File: src/rtl/sda_pkg.sv
// Shared definitions for the scl/sda serial link (receiver and transmitter).
// Latency: n/a (types, constants and helpers only).
// Backpressure: n/a.
package sda_pkg;

   // Data bits per frame; the transmitter imports this same value.
   localparam int NBITS_DEF = 4;

   // Receiver frame states.
   typedef enum logic [1:0] {
      ST_IDLE      = 2'd0,
      ST_SHIFT     = 2'd1,
      ST_WAIT_STOP = 2'd2
   } state_t;

   // Bits needed to count 0..nbits without wrapping.
   function automatic int cnt_width(input int nbits);
      return $clog2(nbits + 1);
   endfunction

endpackage

File: src/rtl/sda_sync.sv
// Purpose: multi-flop synchronizer plus history flop for one async line, with edge strobes.
// Latency: STAGES sclk edges to the synchronized level; strobes valid in the same cycle as the level.
// Backpressure: none; free-running.
//
// Ports:
//   sclk  - receiver clock
//   rst   - async active-low reset; all flops reset to 1 (idle bus level)
//   din   - asynchronous input line
//   lvl   - synchronized level
//   rise  - one-cycle strobe on a synchronized 0->1
//   fall  - one-cycle strobe on a synchronized 1->0
module sda_sync #(
   parameter int STAGES = 2
) (
   input  logic sclk,
   input  logic rst,
   input  logic din,
   output logic lvl,
   output logic rise,
   output logic fall
);

   logic [STAGES-1:0] sync;
   logic              hist;

   always_ff @(posedge sclk or negedge rst) begin
      if (!rst) begin
         sync <= '1;
         hist <= 1'b1;
      end else begin
         sync <= {sync[STAGES-2:0], din};
         hist <= sync[STAGES-1];
      end
   end

   assign lvl  = sync[STAGES-1];
   assign rise = lvl & ~hist;
   assign fall = ~lvl & hist;

endmodule

File: src/rtl/sda_to_par.sv
// Purpose: scl/sda frame receiver; start, NBITS MSB-first bits, stop -> parallel word + one-hot decode.
// Latency: outputs update 2 sclk edges after the edge that first samples the stop/offending line change.
// Backpressure: none; valid is a one-cycle strobe and data/outhigh hold until the next good frame.
//
// Ports:
//   sclk, rst  - receiver clock, async active-low reset
//   scl, sda   - asynchronous serial link inputs
//   data       - last good word (NBITS, legal 1..6)
//   valid      - one-cycle strobe when data/outhigh update
//   outhigh    - one-hot decode of data, all-zero until the first good frame
//   frame_err  - one-cycle strobe on a malformed frame
//   busy       - high from start detect until frame end or abort
module sda_to_par
   import sda_pkg::*;
#(
   parameter int NBITS       = NBITS_DEF,
   parameter int SYNC_STAGES = 2
) (
   input  logic                  sclk,
   input  logic                  rst,
   input  logic                  scl,
   input  logic                  sda,
   output logic [NBITS-1:0]      data,
   output logic                  valid,
   output logic [(1<<NBITS)-1:0] outhigh,
   output logic                  frame_err,
   output logic                  busy
);

   localparam int CW = cnt_width(NBITS);
   localparam int OW = 1 << NBITS;

   // Synchronized line levels and edge strobes.
   logic scl_lvl, scl_rise, scl_fall_unused;
   logic sda_lvl, sda_rise, sda_fall;

   sda_sync #(.STAGES(SYNC_STAGES)) u_scl_sync (
      .sclk (sclk),
      .rst  (rst),
      .din  (scl),
      .lvl  (scl_lvl),
      .rise (scl_rise),
      .fall (scl_fall_unused)
   );

   sda_sync #(.STAGES(SYNC_STAGES)) u_sda_sync (
      .sclk (sclk),
      .rst  (rst),
      .din  (sda),
      .lvl  (sda_lvl),
      .rise (sda_rise),
      .fall (sda_fall)
   );

   // Both lines go through identical synchronizers, so an sda edge that the
   // transmitter makes together with an scl rise is seen here in the same
   // cycle, qualified by the new scl level.
   logic start_ev, stop_ev;
   assign start_ev = sda_fall & scl_lvl;
   assign stop_ev  = sda_rise & scl_lvl;

   state_t           state, state_nxt;
   logic [CW-1:0]    cnt, cnt_nxt;
   logic [NBITS-1:0] shreg, shreg_nxt;
   logic             load, err;

   always_ff @(posedge sclk or negedge rst) begin
      if (!rst) begin
         state     <= ST_IDLE;
         cnt       <= '0;
         shreg     <= '0;
         data      <= '0;
         outhigh   <= '0;
         valid     <= 1'b0;
         frame_err <= 1'b0;
      end else begin
         state     <= state_nxt;
         cnt       <= cnt_nxt;
         shreg     <= shreg_nxt;
         valid     <= load;
         frame_err <= err;
         if (load) begin
            data    <= shreg;
            outhigh <= OW'(1) << shreg;
         end
      end
   end

   // start/stop take priority over scl_rise in every state.
   always_comb begin
      state_nxt = state;
      cnt_nxt   = cnt;
      shreg_nxt = shreg;
      load      = 1'b0;
      err       = 1'b0;
      case (state)
         ST_IDLE: begin
            if (start_ev) begin
               state_nxt = ST_SHIFT;
               cnt_nxt   = '0;
               shreg_nxt = '0;
            end
         end
         ST_SHIFT: begin
            if (start_ev) begin
               // Repeated start: restart the frame silently.
               cnt_nxt   = '0;
               shreg_nxt = '0;
            end else if (stop_ev) begin
               err       = 1'b1;
               state_nxt = ST_IDLE;
            end else if (scl_rise) begin
               shreg_nxt = (shreg << 1) | NBITS'(sda_lvl);
               cnt_nxt   = cnt + CW'(1);
               if (cnt == CW'(NBITS - 1)) begin
                  state_nxt = ST_WAIT_STOP;
               end
            end
         end
         ST_WAIT_STOP: begin
            if (start_ev) begin
               // Completed word is dropped in favour of the new frame.
               err       = 1'b1;
               state_nxt = ST_SHIFT;
               cnt_nxt   = '0;
               shreg_nxt = '0;
            end else if (stop_ev) begin
               load      = 1'b1;
               state_nxt = ST_IDLE;
            end else if (scl_rise) begin
               err       = 1'b1;
               state_nxt = ST_IDLE;
            end
         end
         default: begin
            state_nxt = ST_IDLE;
         end
      endcase
   end

   assign busy = (state != ST_IDLE);

endmodule

File: config.mk
export PLATFORM = sky130hd
export DESIGN_NAME = sda_to_par
export DESIGN_NICKNAME = d
export VERILOG_FILES = /design/src/rtl/sda_pkg.sv /design/src/rtl/sda_sync.sv /design/src/rtl/sda_to_par.sv
export SDC_FILE = /design/constraint.sdc
export NUM_CORES = 1
export LEC_CHECK = 0
export CORE_MARGIN = 4
export CORE_UTILIZATION = 50
export CTS_CLUSTER_DIAMETER = 80
export DETAILED_ROUTE_END_ITERATION = 8
export DONT_BUFFER_PORTS = 1
export SLEW_MARGIN = 5
export SYNTH_ARGS = -nofsm -noshare
export SYNTH_HDL_FRONTEND = slang
export SYNTH_SLANG_ARGS = --single-unit
File: constraint.sdc
create_clock -name sclk -period 2 [get_ports sclk]
set_clock_uncertainty 0.1 [all_clocks]
set_input_delay 0.1 -clock sclk [delete_from_list [all_inputs] [get_ports sclk]]
set_output_delay 0.1 -clock sclk [all_outputs]
set_load 0.05 [all_outputs]
## Yosys cells after proc, flatten, opt, wreduce, memory -nomap -nowiden

Cells that the tools add are included.
W data, S select, Z words.

- Add/sub/neg operators: 1
- Multipliers: 0
- Divide/modulo/power cells: 0
- $lt $le $gt $ge: 0
- Equality and inequality tests: 11
- Shift-type cells: 1
- Muxes and demuxes: 26
- Bitwise gates (word level): 9
- Reduce and logical (&&, ||, !) cells: 6

Operator list:

| cell | number |
|---|---|
| $mux W2 | 8 |
| $mux W4 | 4 |
| $shl A1 B4 Y16 const A | 1 |
| $mux W3 | 4 |
| $ne A3 B3 Y1 const B | 4 |
| $pmux W4 S2 | 1 |
| $mux W1 | 6 |
| $pmux W2 S3 | 1 |
| $pmux W3 S2 | 1 |
| $and A1 B1 Y1 | 5 |
| $reduce_and A5 Y1 | 1 |
| $ne A2 B2 Y1 const B | 2 |
| $ne A4 B4 Y1 const B | 1 |
| $or A4 B1 Y4 | 1 |
| $reduce_and A4 Y1 | 1 |
| $reduce_bool A2 Y1 | 2 |
| $add A3 B1 Y3 const B | 1 |
| $eq A3 B2 Y1 const B | 1 |
| $not A1 Y1 | 3 |
| $eq A2 B1 Y1 const B | 1 |
| $eq A2 B2 Y1 const B | 1 |
| $logic_not A2 Y1 | 1 |
| $ne A2 B1 Y1 const B | 1 |
| $pmux W1 S2 | 1 |
| $reduce_or A2 Y1 | 1 |

- Register bits: 37
- Bits in latches: 0
- RAM bits: 0
- Memory bits (read-only): 0
- Input port bits: 4
- Output and inout bits: 23
- Memories: 0

## Logic depth before layout (Yosys ltp)

- Depth after elaboration: 6
- Depth in mapped cells: 6
- Mapped depth without buffers: 6

## Modules after synthesis

A second synthesis with hierarchy kept.

- Cells, all modules: 148
- Area total of the unflattened synthesis: 1719.1 um^2

Modules (own cells, without submodules):

| module | instances | cells an instance | area an instance (um^2) |
|---|---|---|---|
| sda_to_par | 1 | 138 | 1531.5 |
| sda_sync | 2 | 5 | 93.8 |

## Worst setup path after synthesis

OpenSTA, ideal clock, no wires.

- Kind: register -> register
- Start: reg state[0]
- End: reg state[0]
- Library setup time: 128 ps
- Arrival time: 1489 ps
- Required time: 1772 ps
- Slack: 283 ps
- Stages on the path, launching flop included: 7
- Path buffers: 0
- Cell sequence: dfrtp_1 -> inv_1 -> ha_1 -> nand2b_1 -> a211oi_1 -> o31ai_2 -> mux2_1

- Longest elaborated chain between the ends: 3
- Elaborated cells on any way between the ends: 10
- Classes of those cells: eq/ne (7); mux (1); reduce/logical (2)

Ends and longest elaborated chain:

| element | line | text |
|---|---|---|
| from (decl) | sda_to_par.sv:62 | `state_t state, state_nxt;` |
| from (signal assigned) | sda_to_par.sv:77 | `state <= state_nxt;` |
| $eq A2 B2 Y1 (tied with other cells) | sda_to_par.sv:96 | `case (state)` |
| $ne A4 B4 Y1 (no source line) (tied with other cells) | n/a |  |
| $reduce_and A5 Y1 (no source line) | n/a |  |

Several ways; a longest one is shown, not always the timed one.
A chain may end at the register's enable or synchronous reset.

## Worst setup path after layout

- Start: reg state[1]
- End: reg state[1]

The elaborated chain is that of the path after synthesis.

==> results.json <==
{
  "outcome": "finished, final reports clean",
  "max_slew_margin_pct": 67.8,
  "crit_path_start_kind": "flip-flop",
  "r2r_start": "state[1]",
  "core_area_sq_um": 3130,
  "synth-compound-area-share_pct": 16.5,
  "port_buffers": 0,
  "start_util_pct": 53.9,
  "setup_viol": 0,
  "fp-row-count": 20,
  "cts_buffers": 5,
  "postSynth.asyncResetShare_pct": 100,
  "clock_sinks": 37,
  "path_buf_inv": 1,
  "required_ps": 2130,
  "area_growth_pct": 11.6,
  "dpl.cell_count": 186,
  "cpPeakStageDelay_ps": 450,
  "crit_type": "reg -> reg",
  "wl_per_cell_um": 16.6,
  "syn_inst": 143,
  "n_fill_cell": 261,
  "overflow": 0,
  "layout_common_cells": "dfrtp_1 (31), nand2_1 (20), inv_1 (10), o31ai_1 (10), nand2b_1 (9)",
  "diodes": 0,
  "rsz0062_at_grt": "no",
  "synth.top_cell.area_share_pct": 46.0,
  "track_usage_pct": 15.7,
  "cts_buffer_depth": 2,
  "worstSetupStartpoint": "state[1]",
  "viasPerCell": 5.61,
  "htreeDepth": 2,
  "grt_pass1_vias": 1103,
  "drtIter0Drc": 46,
  "yosys_warnings": 0,
  "die_h_um": 66.1,
  "synthFlopType": "dfrtp_1",
  "dp_hpwl_um": 2090,
  "tightestPinTransition_ps": 484,
  "maxSlewViolCount": 0,
  "ir_drop_uv": 800,
  "synth-edff-count": 0,
  "hold_viol": 0,
  "gp_congestion": 0.887,
  "r2r_setup_slack_ps": 110,
  "ant_nets": 0,
  "cp_max_fo": 5,
  "crit_family": "flip-flops",
  "period_share_pct": 94.7,
  "fmax_mhz": 528,
  "synth_xor_xnor_area_share_pct": 0,
  "yosys.area.top_type": "dfrtp_1",
  "syn_avg_cell_area_sq_um": 11.8,
  "dieArea_sq_um": 4370,
  "muxShareOfSynthArea_pct": 5.49,
  "drt_first_pass_iters": 4,
  "clkLatencyLatePin_ps": 330,
  "cpMaxStageDelayCell": "dfrtp_1",
  "final_nets": 164,
  "pwr_density_cell_nw_per_um2": 1210,
  "ys_ff_latch": 37,
  "drcViolationCount": 0,
  "totalWireLength_um": 3300,
  "synth_fa_ha_area_share_pct": 4.45,
  "grt_pass1_wl_um": 5170,
  "post_synth_num_cell_types": 37,
  "ys_seq_area_share_pct": 55.3,
  "root_buffer": "clkbuf_4",
  "io_pins": 27,
  "path_clk_slew_ps": 110,
  "mostFrequentLayoutCell": "dfrtp_1",
  "maxCapViolations": 0,
  "p_leak_nw": 0.880,
  "ys_top_cells_by_area": "dfrtp_1 (46%), dfstp_2 (9.3%), ha_1 (4.5%)",
  "cts_tree": "done",
  "stdcell_count": 199,
  "synth-simple-area-share_pct": 13.4,
  "hold_class": "in -> async",
  "drive_gt1_share_pct": 20.6,
  "end_kind": "flip-flop",
  "crit_chain": "inv_1 > ha_1 > nand2b_1 > nor3_1 > o31ai_2 > mux2_1",
  "synth_top_family_by_area": "compound AO/OA/AOI/OAI gates",
  "routed-via-count": 1117,
  "cp.arrival_ps": 2030,
  "period_needed_ps": 1890,
  "grt_start_max_net_pins": 38,
  "syn_area_sq_um": 1690,
  "antenna_found_initial": 0,
  "die_w_um": 66.1,
  "synth_nets": 153,
  "fin_tns_setup_ps": 0
}
## through the flow
step / util (%) / setup slack (ps) / hold WS, ps / area, sq um / total power, mW
global placement: 56.0 / 198 / -295 / 1750 / 1.82
global route: 60.2 / 17.1 / 110 / 1880 / 2.40
detailed placement: 56.0 / 150 / -294 / 1750 / 1.83
floorplan: - / 283 / -296 / 1690 / 1.67
finish: 60.2 / 105 / 96.1 / 1880 / 2.27
CTS: 59.7 / 128 / 95.6 / 1870 / 2.28
## worst paths after layout
kind	end	cells after the start
max	state[1]	6
min	outhigh[0]	2
max reg2reg	state[1]	6
min reg2reg	u_scl_sync.sync[1]	0
max in group asynchronous	u_sda_sync.sync[0]	2
min in group sclk	u_sda_sync.sync[0]	1
## per-layer routing
layer,wire length (um),GRT usage [%]
met1,1520,20.8
met2,1530,24.4
met3,210,5.44
met4,31,4.57
met5,0,0
## repair_timing
| action | CTS | global route |
|---|---|---|
| setup buffers | 0 | 0 |
| hold buffers | 4 | 0 |
| resized for setup | 0 | 1 |
| hold endpoints to repair | 39 | 0 |
| setup endpoints to repair | 0 | 1 |
## cells by family after synthesis
logic type / after synthesis
flip-flops: 37
multiplexers: 8
AND/OR/NAND/NOR: 42
adder cells (fa/ha/maj): 6
buffers and inverters: 18
AO/OA/AOI/OAI: 32
## report_power, final
part / switching, mW / total [mW] / internal, mW
logic: 0.377 / 0.663 / 0.287
clock network: 0.244 / 0.416 / 0.171
registers: 0.327 / 1.20 / 0.868
## cell type report
cell class                      instances  area [sq um]  share of cell area (%)
Clock inverter                          2          13.8                   0.731
Sequential cell                        37           933                    49.6
Multi-Input combinational cell         89           688                    36.6
Clock buffer                            6          51.3                    2.73
Inverter                               10          37.5                    1.99
Tap cell                               44          55.1                    2.93
Timing Repair Buffer                   11           103                    5.45
## registers in the layout, indices dropped and copies added, names as in the netlist, 2 cells and up
| signal | cells |
|---|---|
| state | 2 |
| u_sda_sync.sync | 2 |
| u_scl_sync.sync | 2 |
| cnt | 3 |
| outhigh | 16 |
| shreg | 4 |
| data | 4 |
## synth_stat cells (3+ instances only)
| cell | instances |
|---|---|
| dfrtp_1 | 31 |
| nand2_1 | 20 |
| inv_1 | 10 |
| o31ai_1 | 10 |
| nand2b_1 | 9 |
| dfstp_2 | 6 |
| ha_1 | 6 |
| mux2_1 | 6 |
| a22o_1 | 5 |
| nor2_1 | 4 |
| a211oi_1 | 3 |
| buf_1 | 3 |
| o41ai_1 | 3 |
| o41ai_2 | 3 |
## worst register-to-register path: stages, from the launching register on
cell	delay, ps
dfrtp_1	450
inv_1	120
ha_1	210
nand2b_1	180
nor3_1	80
o31ai_2	300
mux2_1	350
Note: power is estimated with default switching activity, not from simulation.
